[config.mk]
export PLATFORM = sky130hd
export DESIGN_NAME = score_lives_ctrl
export DESIGN_NICKNAME = d
export VERILOG_FILES = /design/src/rtl/score_lives_ctrl.sv
export SDC_FILE = /design/constraint.sdc
export NUM_CORES = 1
export LEC_CHECK = 0
export CAP_MARGIN = 20
export CORE_UTILIZATION = 32
export CTS_CLUSTER_DIAMETER = 200
export DETAILED_ROUTE_END_ITERATION = 10
export MAX_ROUTING_LAYER = met4
export SLEW_MARGIN = 20
export SYNTH_ARGS = -nofsm -noshare
export SYNTH_HDL_FRONTEND = slang
export SYNTH_SLANG_ARGS = --single-unit
[constraint.sdc]
create_clock -name clk -period 2.7 [get_ports clk]
set_input_delay 0.675 -clock clk [delete_from_list [all_inputs] [get_ports clk]]
set_output_delay 0.675 -clock clk [all_outputs]
set_load 0.01 [all_outputs]
[src/rtl/score_lives_ctrl.sv]
// Score/lives sequencer for the four-digit seven-segment display of the VGA game.
// Edge-detects start/point/miss, tracks score, lives and high score, and blinks the lives digit at game over.
module score_lives_ctrl #(
  parameter int START_LIVES = 3,
  parameter int MAX_SCORE   = 99,
  parameter int BLINK_BITS  = 23
) (
  input  logic       clk,
  input  logic       rst_n,
  input  logic       start,
  input  logic       point,
  input  logic       miss,
  input  logic       show_hi,
  output logic [7:0] displayNumber,
  output logic [3:0] lives,
  output logic [1:0] game_state,
  output logic       game_over
);

  typedef enum logic [1:0] {
    ST_IDLE = 2'b00,
    ST_PLAY = 2'b01,
    ST_OVER = 2'b10,
    ST_BAD  = 2'b11
  } state_t;

  // One extra bit so the MSB flips every 2^BLINK_BITS cycles.
  localparam int         BW      = BLINK_BITS + 1;
  localparam logic [6:0] MAX_S   = 7'(MAX_SCORE);
  localparam logic [3:0] START_L = 4'(START_LIVES);

  state_t          state_q, state_d;
  logic [6:0]      score_q, score_d;
  logic [6:0]      hi_q, hi_d;
  logic [3:0]      life_q, life_d;
  logic [BW-1:0]   blink_q, blink_d;
  logic            start_q, point_q, miss_q;
  logic            start_ev, point_ev, miss_ev;
  logic [7:0]      disp_d;
  logic [3:0]      lives_d;
  logic [1:0]      gs_d;
  logic            go_d;

  assign start_ev = start & ~start_q;
  assign point_ev = point & ~point_q;
  assign miss_ev  = miss  & ~miss_q;

  always_comb begin
    state_d = state_q;
    score_d = score_q;
    hi_d    = hi_q;
    life_d  = life_q;
    blink_d = '0;
    case (state_q)
      ST_IDLE: begin
        if (start_ev) begin
          state_d = ST_PLAY;
          score_d = '0;
          life_d  = START_L;
        end
      end
      ST_PLAY: begin
        if (point_ev && (score_q < MAX_S)) score_d = score_q + 7'd1;
        if (miss_ev && (life_q != 4'd0)) begin
          life_d = life_q - 4'd1;
          // Last life lost: the same-cycle point is already folded into score_d.
          if (life_q == 4'd1) begin
            state_d = ST_OVER;
            hi_d    = (score_d > hi_q) ? score_d : hi_q;
          end
        end
      end
      ST_OVER: begin
        if (start_ev) begin
          state_d = ST_PLAY;
          score_d = '0;
          life_d  = START_L;
        end else begin
          blink_d = blink_q + BW'(1);
        end
      end
      default: state_d = ST_IDLE;
    endcase
  end

  always_comb begin
    disp_d  = {1'b0, score_q};
    lives_d = life_q;
    gs_d    = state_q;
    go_d    = (state_q == ST_OVER);
    case (state_q)
      ST_IDLE: disp_d  = {1'b0, (show_hi ? hi_q : score_q)};
      ST_OVER: lives_d = blink_q[BW-1] ? 4'hF : 4'h0;
      default: ;
    endcase
  end

  always_ff @(posedge clk or negedge rst_n) begin
    if (!rst_n) begin
      state_q       <= ST_IDLE;
      score_q       <= '0;
      hi_q          <= '0;
      life_q        <= START_L;
      blink_q       <= '0;
      start_q       <= 1'b0;
      point_q       <= 1'b0;
      miss_q        <= 1'b0;
      displayNumber <= 8'd0;
      lives         <= START_L;
      game_state    <= 2'b00;
      game_over     <= 1'b0;
    end else begin
      state_q       <= state_d;
      score_q       <= score_d;
      hi_q          <= hi_d;
      life_q        <= life_d;
      blink_q       <= blink_d;
      start_q       <= start;
      point_q       <= point;
      miss_q        <= miss;
      displayNumber <= disp_d;
      lives         <= lives_d;
      game_state    <= gs_d;
      game_over     <= go_d;
    end
  end

endmodule

==> results.md, run 1 <==
- Row count: 35
- Top cells by count, synth: dfrtp_1 (57), nand2_1 (25), inv_1 (16), nor2_1 (16), a21oi_1 (15)
- Die area: 9875 µm²
- Synth Register Bits: 61
- YS warnings: 0
- Area added between synthesis and finish: 26.64%
- Vias in the first global route: 2350
- Pre-antenna DRT Iters: 4
- Gate Count Post-Synth: 289
- CTS H-tree lvls: 3
- Max stage delay on crit path: 0.41 ns
- Largest net degree at the start of global routing: 62
- ANT cells: 0
- Synth area leader: dfrtp_1
- Die height: 99.38 µm
- Leakage: 1.653 nW
- Final hold vios: 0
- Layout cells sized above 1: 23.99%
- Final worst path period share: 95.16%
- Most frequent cell after synthesis: dfrtp_1
- Top-area cell type share of the netlist area: 47.01%
- Worst Hold Class: in -> async
- Clock root buffer: clkbuf_8
- Vias per std cell: 5.098
- Routed Antenna Nets: 0
- Tmin final: 2.569 ns
- Die X: 99.38 µm
- Maximum clock path buffer count: 2
- Syn Area/Cell: 10.50 µm²
- Detailed Route WL: 6319 µm
- Critical Path Source Type: register
- Routed len/inst: 13.83 µm
- Final core utilization: 41.78%
- Grt total ovfl: 0
- CP Cell Sequence: o311ai_2 > buf_4 > o2111ai_1 > xnor2_1 > ha_1 > o21a_1 > o31ai_1 > a211oi_2 > buf_4 > mux2_2
- Multi-input gate area in the final layout: 1459 µm²
- # DRC: 0
- Peak VDD IR: 517.4 µV
- P per Cell Area: 793.9 nW/µm²
- Clock Skew: 0.009356 ns
- Nets: 359
- Syn Std Cell Area: 3034 µm²
- Number of synthesized flops with an enable pin: 0
- Synth unique cells: 53
- R2r worst-path depth: 10
- Worst EP required: 2.92 ns
- CTS Buf Count: 9
- Hold_buf cts: 0
- GRT Overall Usage: 14.29%
- Initial antenna violation count: 0
- Core area: 9196 µm²
- Slowest CP cell: dfrtp_1
- Most frequent CP cell: buf_4
- Filler cells: 896
- Dpl hpwl: 4412 µm
- Vias: 2330
- IO Count: 21
- Crit Path Max Fanout: 4
- Buffers added on ports: 19
- Outcome: finished, final reports clean
- Register area share after synthesis: 50.47%
- Register area: 1531 µm²
- CTS tree: yes
- F_max: 389.2 MHz
- Syn Nets: 307
- MaxCap Viol Count: 0
- Pins Over Slew Limit: 0
- Clock-pin slew on the worst setup and hold paths: 0.07 ns
- Clock Latency Late Sink: 0.33 ns
- Placer Congestion: 0.8174
- Top_reg_cell synth: dfrtp_1
- Crit end category: register
- Fraction of registers with async set/reset: 100.0%
- Initial core utilization: 32.99%
- Crit path DAT: 2.79 ns
- CP Class: reg -> reg
- Top post-synthesis cells by area: dfrtp_1 (47%), ha_1 (4.9%), mux2_2 (4.8%)
- # clock sinks: 61
- First-pass GRT wire length: 10920 µm
- Total power draw: 3.051 mW
- Detailed Route Iter0 Violations: 80
- Final Setup Violations: 0
==> final cells by class <==
cell class,instances,area share [%]
repair buffers,50,11.17
multi-input cells,203,37.97
inverters,16,1.563
clock buffers,10,3.582
clock inverters,6,2.247
well taps,111,3.614
flip-flops and latches,61,39.86
==> sequential cells by signal, summed over array words and instances (netlist names) <==
| name | cells |
|---|---|
| blink_q | 24 |
| displayNumber | 7 |
| game_over | 1 |
| game_state | 2 |
| gs_d | 2 |
| hi_q | 7 |
| life_q | 4 |
| lives | 4 |
| miss_q | 1 |
| point_q | 1 |
| score_q | 7 |
| start_q | 1 |
==> path summary, 6_finish.rpt <==
kind | endpoint | startpoint | slack, ns
max | hi_q[6]$_DFFE_PN0P_ | score_q[3]$_DFFE_PN0P_ | 0.13
min | blink_q[16]$_DFF_PN0_ | rst_n | 0.33
max reg2reg | hi_q[6]$_DFFE_PN0P_ | score_q[3]$_DFFE_PN0P_ | 0.13
min reg2reg | game_state[1]$_DFF_PN0_ | gs_d[1]$_DFFE_PN0P_ | 0.48
max in group asynchronous | lives[1]$_DFF_PN1_ | rst_n | 2.04
min in group clk | game_state[1]$_DFF_PN0_ | gs_d[1]$_DFFE_PN0P_ | 0.48
==> critical path: cells and delay by family (launching register included) <==
family	cells	cell delay, ns
compound gates	5	0.87
xor+xnor	1	0.19
fa+ha+maj	1	0.31
buf+inv	2	0.34
flops	1	0.41
mux	1	0.33
==> cell families (layout without fill, tap and decap cells) <==
logic type                 after synthesis  in the layout  synth area share, %
other                                    1              1               0.1236
and+or+nand+nor                        104            104                19.26
xor gates and xnor gates                15             15                4.330
buffers and inverters                   25             82                3.464
AOI/OAI and AO/OA                       55             55                11.59
DFF                                     61             61                50.47
adders and majority gates               12             12                4.948
muxes                                   16             16                5.814
==> per-stage QoR <==
stage	instances	setup WS (ns)	setup TNS [ns]	area, µm²	hold WS, ns
after CTS	456	0.07302	0	3816	0.3428
after detailed placement	438	-0.6394	-4.274	3547	0.4792
after global placement	438	-0.5343	-3.551	3547	0.4803
after floorplan	289	0.007206	0	3045	0.3519
final	457	0.1307	0	3842	0.3300
after global routing	457	-0.004321	-0.005360	3842	0.3456
==> cells in the final DEF (no fill, tap or decap), types with 3 or more instances in the layout <==
cell	instances
nor3_1	6
xor2_1	6
nor2b_1	3
nand3_1	10
nor2_1	16
dfstp_2	4
ha_1	11
or3_1	10
a21oi_1	15
o2bb2ai_1	3
or4_1	5
mux2i_1	3
dfrtp_1	57
nand4_1	6
clkbuf_8	10
inv_1	16
o31ai_1	5
buf_4	29
mux2_2	13
clkdlybuf4s50_1	17
nand2_1	25
o21ai_0	14
nand2b_1	3
xnor2_1	8
==> repair_timing <==
action,CTS,global route
resized for setup,7,5
pin swaps,4,5
setup buffers,2,1
setup endpoints to repair,7,7
endpoints found under the hold margin,0,0
==> per-layer routing <==
| metal | track usage, % | wire length, µm | vias to the layer above |
|---|---|---|---|
| met2 | 23.13 | 3168 | 37 |
| met3 | 4.216 | 177 | 5 |
| met1 | 17.58 | 2935 | 1150 |
| met4 | 3.507 | 38 | 0 |
| li1 | - | - | 1138 |
| met5 | - | 0 | - |
==> report_power, final <==
group	internal [mW]	total, mW	switching [mW]
combinational	0.499	0.942	0.443
clock	0.543	0.896	0.354
sequential	1.09	1.21	0.126
total	2.13	3.05	0.922
(Power assumes the default switching activity.)
==> inputs of run 2 (changes only) <==
==> constraint.sdc (replaced) <==
create_clock -name clk -period 2.7 [get_ports clk]
set_input_delay 0.405 -clock clk [delete_from_list [all_inputs] [get_ports clk]]
set_output_delay 0.405 -clock clk [all_outputs]
set_load 0.01 [all_outputs]
==> results.md, run 2 (same netlist as run 1, synthesis figures left out) <==
- Row count: 35 (unchanged)
- Pint: 2.015 mW (was 2.128 mW)
- Grt total ovfl: 0 (unchanged)
- # DRC: 0 (unchanged)
- Critical Path Source Type: register (unchanged)
- Buffers and inverters on the worst path: 2 (unchanged)
- Detailed Route WL: 6364 µm (was 6319 µm)
- Biggest register: blink_q (unchanged)
- Die height: 99.38 µm (unchanged)
- # clock sinks: 61 (unchanged)
- Final Setup Violations: 0 (unchanged)
- Routed len/inst: 13.96 µm (was 13.83 µm)
- P per Cell Area: 771.1 nW/µm² (was 793.9 nW/µm²)
- CTS tree: yes (unchanged)
- Clock root buffer: clkbuf_8 (unchanged)
- Nets: 358 (was 359)
- Rel. slew slack: 53.94%
- Peak VDD IR: 455.8 µV (was 517.4 µV)
- Crit. Startpoint: score_q[3]$_DFFE_PN0P_ (unchanged)
- Routed Antenna Nets: 0 (unchanged)
- Layout cells sized above 1: 23.48% (was 23.99%)
- ANT cells: 0 (unchanged)
- Pre-antenna DRT Iters: 5 (was 4)
- Most frequent CP cell: buf_4 (unchanged)
- Total power draw: 2.924 mW (was 3.051 mW)
- Most common cell after layout, fill and taps aside: dfrtp_1 (unchanged)
- Area added between synthesis and finish: 24.99% (was 26.64%)
- Core area: 9196 µm² (unchanged)
- Final core utilization: 41.24% (was 41.78%)
- Die area: 9875 µm² (unchanged)
- R2r worst-path depth: 10 (unchanged)
- Stages on the worst setup path: 10 (unchanged)
- CP Class: reg -> reg (unchanged)
- Hold_buf cts: 0 (unchanged)
- Pins Over Slew Limit: 0 (unchanged)
- Unrepaired setup endpoints after global routing: no
- Max reg flops: 24 (unchanged)
- Vias in the first global route: 2394 (was 2350)
- Clock Skew: 0.008687 ns (was 0.009356 ns)
- Crit Path Max Fanout: 4 (unchanged)
- Dpl hpwl: 4533 µm (was 4412 µm)
- Switching share of power: 31.08% (was 30.24%)
- Logic pwr share: 31.3% (was 30.9%)
- CP Cell Sequence: o311ai_2 > buf_4 > o2111ai_1 > xnor2_1 > ha_1 > o21a_1 > o31ai_1 > a211oi_2 > buf_4 > mux2_2 (unchanged)
- Leakage: 1.631 nW (was 1.653 nW)
- Max stage delay on crit path: 0.41 ns (about the same)
- CTS H-tree lvls: 3 (unchanged)
- Placer Congestion: 0.8324 (was 0.8174)
- Largest net degree at the start of global routing: 32 (was 62)
- Crit path DAT: 2.83 ns (was 2.79 ns)
- MaxCap Viol Count: 0 (unchanged)
- Vias: 2351 (was 2330)
- Worst Hold Class: in -> async (unchanged)
- Final worst path period share: 96.15% (was 95.16%)
- Worst slew pin tran: 0.6908 ns
- NetSw: 0.9090 mW (was 0.9224 mW)
- GRT Overall Usage: 14.77% (was 14.29%)
- Outcome: finished, final reports clean (unchanged)
- Dpl cell area: 3535 µm² (was 3547 µm²)
- Initial antenna violation count: 0 (unchanged)
- RR Startpoint: score_q[3]$_DFFE_PN0P_ (unchanged)
- Initial core utilization: 32.99% (unchanged)
- Crit end category: register (unchanged)
- Slowest CP cell: dfrtp_1 (unchanged)
- CTS Buf Count: 9 (unchanged)
- Clock-pin slew on the worst setup and hold paths: 0.07 ns (about the same)
- Clock Latency Late Sink: 0.35 ns (was 0.33 ns)
- First-pass GRT wire length: 11150 µm (was 10920 µm)
- Commonest cells after routing, fill and taps aside: dfrtp_1 (56), buf_4 (30), nand2_1 (25) (was dfrtp_1 (57), buf_4 (29), nand2_1 (25))
- Sequential share of power: 41.4% (was 39.7%)
- Clock power share: 27.3% (was 29.4%)
- Final instance area: 3792 µm² (was 3842 µm²)
- IO Count: 21 (unchanged)
- Tmin final: 2.596 ns (was 2.569 ns)
- Detailed Route Iter0 Violations: 91 (was 80)
- Crit path max-delay family: compound AO/OA/AOI/OAI gates (unchanged)
- Worst EP required: 2.93 ns (was 2.92 ns)
- F_max: 385.2 MHz (was 389.2 MHz)
- Vias per std cell: 5.156 (was 5.098)
- Final hold vios: 0 (unchanged)
- Worst Hold Slack: 0.08723 ns (was 0.3300 ns)
- Buffers added on ports: 19 (unchanged)
- Die X: 99.38 µm (unchanged)
- Maximum clock path buffer count: 2 (unchanged)
-- run 2: power groups by stage --
| stage | clock network, mW | registers [mW] | logic, mW |
|---|---|---|---|
| after floorplan | 0 | 1.23 | 0.476 |
| after global placement | 0 | 1.22 | 0.888 |
| after detailed placement | 0 | 1.23 | 0.895 |
| after CTS | 0.834 | 1.21 | 0.916 |
| after global routing | 0.860 | 1.24 | 1.03 |
| final | 0.798 | 1.21 | 0.916 |
-- run 2: metrics by stage --
stage	setup WS [ns]	TNS, ns	std cells
finish	0.1040	0	456
detailed placement	-0.4090	-2.607	438
global placement	-0.2681	-1.695	438
global route	0.001243	0	456
floorplan	0.007206	0	289
CTS	0.02510	0	454
-- run 2: final cells by class --
| class | instances | area, µm² |
|---|---|---|
| Clock buffer | 12 | 145.1 |
| Inverter | 16 | 60.06 |
| Sequential cell | 61 | 1533 |
| Clock inverter | 4 | 47.55 |
| Timing Repair Buffer | 49 | 412.9 |
| Multi-Input combinational cell | 203 | 1455 |
| Tap cell | 111 | 138.9 |
| Fill cell | 900 | 5404 |
-- run 2: path summary, 6_finish.rpt --
path / to / slack, ns
min in group clk: point_q$_DFF_PN0_ / 0.36
worst min-delay path: blink_q[19]$_DFF_PN0_ / 0.09
max in group asynchronous: score_q[2]$_DFFE_PN0P_ / 1.85
worst max-delay path: hi_q[2]$_DFFE_PN0P_ / 0.10
worst min register to register: game_state[1]$_DFF_PN0_ / 0.49
worst max register to register: hi_q[2]$_DFFE_PN0P_ / 0.10
-- run 2: per-layer routing --
layer / vias to the layer above / routed length [µm] / track usage (%)
met3: 9 / 227 / 4.638
met5: - / 0 / -
met2: 39 / 3145 / 23.45
met4: 0 / 70 / 4.638
li1: 1133 / - / -
met1: 1170 / 2920 / 17.97
-- run 2: repair_timing --
item	in CTS	in global routing
gates resized for setup	3	7
endpoints found under the setup margin	6	6
pin swaps	1	9
buffers inserted	0	2
==> inputs of run 3 (changes only) <==
--- a/config.mk
+++ b/config.mk
@@ -10,6 +10,7 @@
 export CTS_CLUSTER_DIAMETER = 200
 export DETAILED_ROUTE_END_ITERATION = 10
 export MAX_ROUTING_LAYER = met4
+export SETUP_SLACK_MARGIN = 0.15
 export SLEW_MARGIN = 20
 export SYNTH_ARGS = -nofsm -noshare
 export SYNTH_HDL_FRONTEND = slang
==> results.md, run 3 (same netlist as run 1, synthesis figures left out) <==
- Critical Path Source Type: register (unchanged)
- Final hold vios: 0 (unchanged)
- Clock-pin slew on the worst setup and hold paths: 0.07 ns (about the same)
- Hold_buf cts: 0 (unchanged)
- Routed Antenna Nets: 0 (unchanged)
- Global Route met2 Usage: 25.21% (was 23.45%)
- Worst slew pin tran: 0.6455 ns (was 0.6908 ns)
- Unrepaired setup endpoints after global routing: yes (was no)
- Crit path DAT: 2.95 ns (was 2.83 ns)
- Global routing's busiest layer: met2 (unchanged)
- Core area: 9196 µm² (unchanged)
- Pins Over Slew Limit: 0 (unchanged)
- Vias: 2418 (was 2351)
- Leakage: 1.767 nW (was 1.631 nW)
- Sequential share of power: 35.6% (was 41.4%)
- Tmin final: 2.723 ns (was 2.596 ns)
- Final Setup Violations: 2 (was 0)
- Filler cells: 870 (was 900)
- CTS tree: yes (unchanged)
- Outcome: finished with violations (was finished, final reports clean)
- IO Count: 21 (unchanged)
- Routed len/inst: 14.47 µm (was 13.96 µm)
- # clock sinks: 61 (unchanged)
- Most common cell after layout, fill and taps aside: dfrtp_1 (unchanged)
- # DRC: 0 (unchanged)
- Grt total ovfl: 0 (unchanged)
- Placer Congestion: 0.7574 (was 0.8324)
- MaxCap Viol Count: 0 (unchanged)
- Crit end category: register (unchanged)
- Pre-antenna DRT Iters: 4 (was 5)
- Crit Path Max Fanout: 5 (was 4)
- Nets: 376 (was 358)
- Vias in the first global route: 2504 (was 2394)
- Logic pwr share: 37.9% (was 31.3%)
- Row count: 35 (unchanged)
- Detailed Route WL: 6857 µm (was 6364 µm)
- CTS Buf Count: 9 (unchanged)
- Peak VDD IR: 499.9 µV (was 455.8 µV)
- NetSw: 1.049 mW (was 0.9090 mW)
- Met3 global-route usage: 4.779% (was 4.638%)
- Die area: 9875 µm² (unchanged)
- CP Class: reg -> reg (unchanged)
- Area added between synthesis and finish: 34.80% (was 24.99%)
- Clock power share: 26.5% (was 27.3%)
- Worst EP required: 2.93 ns (about the same)
- Final worst slack: -0.02332 ns (was 0.1040 ns)
- Met1 Track Usage GR: 19.35% (was 17.97%)
- Initial core utilization: 32.99% (unchanged)
- CTS H-tree lvls: 3 (unchanged)
- GRT Overall Usage: 15.88% (was 14.77%)
- Commonest cells after routing, fill and taps aside: dfrtp_1 (54), buf_4 (34), nand2_1 (25) (was dfrtp_1 (56), buf_4 (30), nand2_1 (25))
- F_max: 367.2 MHz (was 385.2 MHz)
- Dpl hpwl: 4557 µm (was 4533 µm)
- P per Cell Area: 841.0 nW/µm² (was 771.1 nW/µm²)
- Switching share of power: 30.51% (was 31.08%)
- Clock root buffer: clkbuf_8 (unchanged)
- Final worst path period share: 100.9% (was 96.15%)
- Failing checks: negative setup slack
- Vias per std cell: 5.101 (was 5.156)
- Die X: 99.38 µm (unchanged)
- Rel. slew slack: 56.97% (was 53.94%)
- Clock Skew: 0.006346 ns (was 0.008687 ns)
- Largest net degree at the start of global routing: 35 (was 32)
- Biggest register: blink_q (unchanged)
- Initial antenna violation count: 0 (unchanged)
- Max reg flops: 24 (unchanged)
- First-pass GRT wire length: 11830 µm (was 11150 µm)
- Clock Latency Late Sink: 0.34 ns (was 0.35 ns)
- Sum Neg Setup Slack: -0.04628 ns (was 0 ns)
- Buffers added on ports: 19 (unchanged)
- Dpl ws: -0.3961 ns (was -0.4090 ns)
- Register area: 1535 µm² (was 1533 µm²)
- Maximum clock path buffer count: 2 (unchanged)
- ANT cells: 0 (unchanged)
- Worst Hold Class: in -> async (unchanged)
- Die height: 99.38 µm (unchanged)
- Layout cells sized above 1: 30.30% (was 23.48%)
- Multi-input gate area in the final layout: 1526 µm² (was 1455 µm²)
- Pint: 2.390 mW (was 2.015 mW)
- Detailed Route Iter0 Violations: 104 (was 91)
run 3: worst paths after layout:
check	start	to	slack [ns]	cells after the start
max in group asynchronous	rst_n	score_q[2]$_DFFE_PN0P_	1.99	2
worst min-delay path	rst_n	blink_q[20]$_DFF_PN0_	0.08	1
min in group clk	gs_d[1]$_DFFE_PN0P_	game_state[1]$_DFF_PN0_	0.49	0
worst max-delay path	score_q[3]$_DFFE_PN0P_	hi_q[4]$_DFFE_PN0P_	-0.02	10
worst max register to register	score_q[3]$_DFFE_PN0P_	hi_q[4]$_DFFE_PN0P_	-0.02	10
worst min register to register	gs_d[1]$_DFFE_PN0P_	game_state[1]$_DFF_PN0_	0.49	0
run 3: metrics by stage:
step	hold slack [ns]	cell area (µm²)	util (%)	std cells	total power, mW
CTS	0.09534	4010	43.61	472	3.334
global placement	0.4715	3582	38.95	438	2.210
finish	0.08064	4090	44.48	474	3.440
floorplan	0.1094	3085	-	289	1.738
global route	0.1329	4090	44.48	474	3.652
detailed placement	0.4707	3582	38.95	438	2.231
run 3: layout make-up:
class / instances / area share [%]
Multi-Input combinational cell: 203 / 37.32
Sequential cell: 61 / 37.53
Inverter: 16 / 1.468
Tap cell: 111 / 3.396
Clock inverter: 6 / 2.111
Timing Repair Buffer: 67 / 14.81
Clock buffer: 10 / 3.365
run 3: critical path, stage by stage, from the launching register on:
cell and delay, ns:
dfrtp_2 0.46, or3_4 0.40, o211ai_1 0.19, nand3_1 0.13, ha_1 0.30, nor2b_2 0.13, o31ai_1 0.07, buf_4 0.14
a211oi_4 0.29, buf_6 0.17, mux2_2 0.32
run 3: per-layer routing:
| metal | wire length (µm) | up-vias |
|---|---|---|
| met4 | 70 | 0 |
| li1 | - | 1174 |
| met2 | 3358 | 52 |
| met1 | 3145 | 1183 |
| met3 | 283 | 9 |
| met5 | 0 | - |
run 3: power groups by stage:
stage / Sequential (mW) / Clock [mW] / Combinational, mW
2_1_floorplan: 1.23 / 0 / 0.503
4_1_cts: 1.22 / 0.939 / 1.17
6_report: 1.22 / 0.911 / 1.30
5_1_grt: 1.24 / 0.979 / 1.43
3_5_place_dp: 1.24 / 0 / 0.989
3_3_place_gp: 1.24 / 0 / 0.973
run 3: what timing repair did:
action,4_1_cts,5_1_grt
setup buffers,18,2
gates resized for setup,18,15
setup endpoints to repair,7,8
pin swaps,6,5
